<file path="config.mk">
export PLATFORM = sky130hd
export DESIGN_NAME = commit_unit
export DESIGN_NICKNAME = d
export VERILOG_FILES = /design/src/rtl/commit_pkg.sv /design/src/rtl/store_queue.sv /design/src/rtl/commit_unit.sv
export SDC_FILE = /design/constraint.sdc
export NUM_CORES = 2
export LEC_CHECK = 0
export BUFFER_PORTS_ARGS = -buffer_cell sky130_fd_sc_hd__buf_2
export CORE_ASPECT_RATIO = 1.25
export CORE_MARGIN = 2
export CORE_UTILIZATION = 40
export CTS_CLUSTER_DIAMETER = 50
export CTS_CLUSTER_SIZE = 12
export DETAILED_ROUTE_END_ITERATION = 16
export PLACE_DENSITY = 0.53
export RECOVER_POWER = 25
export SKIP_CTS_REPAIR_TIMING = 1
export SLEW_MARGIN = 40
export SYNTH_ARGS = -nofsm -noshare
export SYNTH_HDL_FRONTEND = slang
export SYNTH_HIERARCHICAL = 1
export SYNTH_SLANG_ARGS = --single-unit
</file>
<file path="constraint.sdc">
create_clock -name clk -period 82.8 [get_ports clk]
set_input_delay 16.56 -clock clk [delete_from_list [all_inputs] [get_ports clk]]
set_output_delay 16.56 -clock clk [all_outputs]
set_load 0.005 [all_outputs]
</file>
<file path="src/rtl/commit_pkg.sv">
// Shared defaults and the store-queue entry layout for the commit unit.
package commit_pkg;

  localparam int DATA_W_DEF   = 64;
  localparam int ADDR_W_DEF   = 48;
  localparam int SQ_DEPTH_DEF = 4;
  localparam int NUM_REGS     = 32;

  typedef struct packed {
    logic [ADDR_W_DEF-1:0] addr;
    logic [DATA_W_DEF-1:0] data;
  } sq_entry_t;

endpackage

</file>
<file path="src/rtl/store_queue.sv">
// Circular store queue: refuses push when full, ignores pop when empty.
module store_queue
  import commit_pkg::*;
#(
  parameter int DEPTH = SQ_DEPTH_DEF,
  parameter type entry_t = sq_entry_t,
  localparam int PW = (DEPTH > 1) ? $clog2(DEPTH) : 1,
  localparam int CW = $clog2(DEPTH) + 1
) (
  input  logic          clk,
  input  logic          rst,
  input  logic          push,
  input  entry_t        push_data,
  input  logic          pop,
  output entry_t        head,
  output logic          full,
  output logic          empty,
  output logic [CW-1:0] count
);

  entry_t        mem_q [DEPTH];
  entry_t        mem_d [DEPTH];
  logic [PW-1:0] head_q, head_d;
  logic [PW-1:0] tail_q, tail_d;
  logic [CW-1:0] count_q, count_d;
  logic          push_ok;
  logic          pop_ok;

  assign full  = (count_q == CW'(DEPTH));
  assign empty = (count_q == '0);
  assign count = count_q;
  assign head  = mem_q[head_q];

  // A full queue refuses the push even if the head drains this cycle.
  assign push_ok = push & ~full;
  assign pop_ok  = pop & ~empty;

  function automatic logic [PW-1:0] ptr_inc(
    input logic [PW-1:0] p
  );
    return (p == PW'(DEPTH - 1)) ? '0 : p + 1'b1;
  endfunction

  always_comb begin
    mem_d   = mem_q;
    head_d  = head_q;
    tail_d  = tail_q;
    count_d = count_q + CW'(push_ok) - CW'(pop_ok);
    if (push_ok) begin
      mem_d[tail_q] = push_data;
      tail_d        = ptr_inc(tail_q);
    end
    if (pop_ok) begin
      head_d = ptr_inc(head_q);
    end
  end

  always_ff @(posedge clk or posedge rst) begin
    if (rst) begin
      for (int i = 0; i < DEPTH; i++) begin
        mem_q[i] <= '0;
      end
      head_q  <= '0;
      tail_q  <= '0;
      count_q <= '0;
    end else begin
      mem_q   <= mem_d;
      head_q  <= head_d;
      tail_q  <= tail_d;
      count_q <= count_d;
    end
  end

endmodule

</file>
<file path="src/rtl/commit_unit.sv">
// Commit stage: architectural register file writes plus a store queue
// draining to memory, with a retire pulse and a sticky protocol error.
module commit_unit
  import commit_pkg::*;
#(
  parameter int DATA_W   = DATA_W_DEF,
  parameter int ADDR_W   = ADDR_W_DEF,
  parameter int SQ_DEPTH = SQ_DEPTH_DEF
) (
  input  logic                      clk,
  input  logic                      rst,
  input  logic                      commit_ready_reg,
  input  logic                      commit_ready_mem,
  input  logic [DATA_W-1:0]         commit_data,
  input  logic [4:0]                commit_dest,
  input  logic [ADDR_W-1:0]         commit_addr,
  input  logic [2:0]                commit_entry,
  output logic                      commit_stall,
  input  logic [4:0]                rd_addr,
  output logic [DATA_W-1:0]         rd_data,
  output logic                      mem_wr_valid,
  output logic [ADDR_W-1:0]         mem_wr_addr,
  output logic [DATA_W-1:0]         mem_wr_data,
  input  logic                      mem_wr_ready,
  output logic                      retired_valid,
  output logic [2:0]                retired_entry,
  output logic [$clog2(SQ_DEPTH):0] sq_count,
  output logic                      protocol_err
);

  logic [DATA_W-1:0] rf_q [NUM_REGS];
  logic [DATA_W-1:0] rf_d [NUM_REGS];
  logic              retired_valid_q, retired_valid_d;
  logic [2:0]        retired_entry_q, retired_entry_d;
  logic              protocol_err_q, protocol_err_d;

  sq_entry_t push_entry;
  sq_entry_t head_entry;
  logic      sq_full;
  logic      sq_empty;
  logic      reg_we;
  logic      mem_push;
  logic      accepted;

  // When both requests arrive the memory commit wins.
  assign reg_we   = commit_ready_reg & ~commit_ready_mem;
  assign mem_push = commit_ready_mem & ~sq_full;
  assign accepted = reg_we | mem_push;

  assign push_entry = '{addr: commit_addr, data: commit_data};

  store_queue #(
    .DEPTH   (SQ_DEPTH),
    .entry_t (sq_entry_t)
  ) u_sq (
    .clk       (clk),
    .rst       (rst),
    .push      (mem_push),
    .push_data (push_entry),
    .pop       (mem_wr_ready),
    .head      (head_entry),
    .full      (sq_full),
    .empty     (sq_empty),
    .count     (sq_count)
  );

  assign commit_stall = commit_ready_mem & sq_full;
  assign mem_wr_valid = ~sq_empty;
  assign mem_wr_addr  = head_entry.addr;
  assign mem_wr_data  = head_entry.data;
  assign rd_data      = rf_q[rd_addr];

  assign retired_valid = retired_valid_q;
  assign retired_entry = retired_entry_q;
  assign protocol_err  = protocol_err_q;

  always_comb begin
    rf_d = rf_q;
    if (reg_we) begin
      rf_d[commit_dest] = commit_data;
    end
  end

  always_comb begin
    retired_valid_d = accepted;
    retired_entry_d = accepted ? commit_entry : retired_entry_q;
    protocol_err_d  = protocol_err_q |
                      (commit_ready_reg & commit_ready_mem);
  end

  always_ff @(posedge clk or posedge rst) begin
    if (rst) begin
      for (int i = 0; i < NUM_REGS; i++) begin
        rf_q[i] <= '0;
      end
      retired_valid_q <= 1'b0;
      retired_entry_q <= '0;
      protocol_err_q  <= 1'b0;
    end else begin
      rf_q            <= rf_d;
      retired_valid_q <= retired_valid_d;
      retired_entry_q <= retired_entry_d;
      protocol_err_q  <= protocol_err_d;
    end
  end

endmodule
</file>
==> metrics.md <==
| Metric | Value |
|---|---|
| Status | `complete, but fails checks` |
| Crit path launch | `rd_addr[1]` |
| Syn Inst Count | `7229` |
| Post-Layout Cell Count | `11300` |
| Critical R2R Launch | `u_sq/count[2]` |
| Worst slew margin | `-2.56` |
| Row count | `218` |
| Initial antenna violation count | `27` |
| Clk_lat worst skew | `0.87 ns` |
| Gr usage total | `0.246` |
| Hold path startpoint | `protocol_err` |
| Initial Util | `0.402` |
| RSZ-0062 raised after global routing | `false` |
| Crit-path max FO | `73` |
| Global-route wire length before repair | `516000 um` |
| Cell mode on critical path | `buf_4` |
| Final wirelength | `355000 um` |
| Grt ovf | `0` |
| Setup violators final | `0` |
| Post-synthesis async set-or-reset flop share | `1.00` |
| Final Hold Vio Count | `0` |
| Crit-path cells | `buf_8 > buf_12 > buf_4 > and3b_2 > buf_4 > a22o_1 > a31oi_1 > nand3_1 > buf_2` |
| CTS max path bufs | `4` |
| Number of library cell types mapped by synthesis | `47` |
| Root Buffer Master | `clkbuf_16` |
| Slew Limit Fails | `1298` |
| Placed Instances | `10800` |
| Register area share after synthesis | `0.553` |
| Worst-path clk slew | `0.06 ns` |
| Max-Cap Viols | `31` |
| Tightest Pin Transition | `5.31 ns` |
| Syn_nets | `7367` |
| Area growth from synthesis to layout | `12.3%` |
| Worst EP arrival | `20.42 ns` |
| Hold Path Class | `reg -> reg` |
| Drt pass-1 iters | `7` |
| CP startpoint kind | `primary input` |
| Post-synth EDFFs | `0` |
| CP required | `66.24 ns` |
| I/O pin count | `316` |
| HPWL Detailed | `206000 um` |
| Skew final | `0.0324 ns` |
| Leak | `59.0 nW` |
| Synth Warn # | `6` |
| Fill count | `25000` |
| Synth Area per Inst | `15.7 um^2` |
| Final Util | `0.452` |
| Critical path capture point type | `output port` |
| Die area | `0.288 mm^2` |
| Layout cells sized above 1 | `0.503` |
| Vias/cell | `5.82` |
| Core area | `0.282 mm^2` |
| Clock sinks | `2508` |
| Die Wd | `481 um` |
| Multi-input combinational cell area | `0.0474 mm^2` |
| Synth area leader | `dfrtp_1` |
| Vias in the first global route | `69700` |
| Count leader, synth | `dfrtp_1` |
| Synthesized flop and latch total | `2508` |
| RD Place Congestion | `0.773` |
| Detailed Route Iter0 Violations | `4520` |
| Max H-tree Level | `5` |
| Hold slack | `0.458 ns` |
| Maximum operating frequency | `0.0270 GHz` |
| WS Path Type | `in -> out` |
| Crit-path slowest cell | `buf_4` |
| Cell Pwr Density | `28.6 mW/mm^2` |
| Post-DRT Antenna Nets | `0` |
| Largest net degree at the start of global routing | `146` |
| CTS tree | `done` |
| Post-synth top cells | `dfrtp_1 (2508), mux2_2 (2205), mux2i_1 (421)` |
| Fin crit period | `36.98 ns` |
| Post-Syn Area | `0.114 mm^2` |
| TritonCTS buffer count | `291` |
| Setup TNS | `0 ns` |
| Top-area cell type share of the netlist area | `0.553` |
| Fin crit share | `0.447` |
| Ys flop type | `dfrtp_1` |
| Sequential Area | `0.0628 mm^2` |
| Drt wl/cell | `31.6 um` |
| Failing checks | `capacitance limit, slew limit` |
| Nets | `7490` |
| VDD IR max | `0.0187 mV` |
| DIE HEIGHT | `600 um` |
| DRC | `0` |
| Worst path max stage delay | `0.79 ns` |
| Synth top area cells | `dfrtp_1 (55%), mux2_2 (22%), mux4_2 (8.3%), mux2i_1 (3.7%), mux2_4 (3.2%)` |
| Via Count | `65500` |
| I/O Buffers | `315` |
-- per-stage QoR --
stage	setup WS [ns]	power [W]	instance area (um^2)
2_1_floorplan	8.25	0.00218	114000
3_3_place_gp	45.26	0.00238	118000
3_5_place_dp	45.71	0.00241	119000
4_1_cts	45.71	0.00370	128000
5_1_grt	45.57	0.00381	127000
6_report	45.82	0.00364	127000
-- metal layers --
metal	global-route usage	up-vias	routed length (um)
met5	0	-	33
met4	0.0673	4	9950
met3	0.0338	503	15900
met2	0.407	1538	173000
met1	0.338	36400	157000
li1	-	27000	-
-- state kept, by name (all words and copies together), names as in the netlist --
name,flops
u_sq/mem_q,448
rf_q,2048
retired_valid,1
protocol_err,1
u_sq/count,3
retired_entry,3
u_sq/head_q,2
u_sq/tail_q,2
-- worst paths after layout --
| kind | to | slack [ns] | depth (start not counted) |
|---|---|---|---|
| min | protocol_err | 0.46 | 1 |
| min in group asynchronous | u_sq/mem_q[263] | 15.95 | 2 |
| max | rd_data[38] | 45.82 | 9 |
| max in group asynchronous | rf_q[204] | 53.15 | 9 |
| max reg2reg | u_sq/mem_q[334] | 77.61 | 6 |
| min reg2reg | protocol_err | 0.46 | 1 |
-- area by class of cell --
class / count / share of cell area
clock inverter: 95 / 0.00887
tap: 3740 / 0.0367
inverter: 12 / 0.000373
timing repair buffer: 505 / 0.0268
clock buffer: 353 / 0.0629
multi-input combinational: 4034 / 0.372
sequential: 2508 / 0.492
antenna: 12 / 0.000236
-- worst max-delay path, delay by kind of cell --
kind / cells / cell delay (ns)
AOI/OAI and AO/OA: 2 / 0.27
and+or+nand+nor: 2 / 0.78
buffers and inverters: 5 / 2.49
-- where the power goes --
| part | switching (W) | internal (W) |
|---|---|---|
| clock network | 0.000526 | 0.000746 |
| logic | 0.000320 | 0.000446 |
| registers | 0.000128 | 0.00147 |
-- cells in the final DEF, fill, tap and decap left out, drive strengths merged, types with 19 or more instances in the layout --
master	synthesis	layout
a21oi	26	26
clkinv	0	32
nor2	38	38
clkbuf	272	385
clkinvlp	0	24
buf	403	473
inv	12	32
nor2b	21	21
mux2	2504	2504
nand2	49	49
dfrtp	2508	2508
a22oi	294	294
mux2i	421	421
nand3	105	105
nand4	46	46
bufinv	0	19
mux4	416	416
-- kinds of logic (layout without fill, tap and decap cells) --
kind of cell	Yosys count	count (layout)	share of synthesized area
buf+inv	687	965	0.0311
flops	2508	2508	0.553
simple gates	304	304	0.0146
compound gates	379	379	0.0246
xor+xnor	2	2	0.000154
other cells	0	12	0
mux	3341	3341	0.376
fa+ha+maj	8	8	0.000948
No activity file was read; power rests on OpenSTA's default activity.
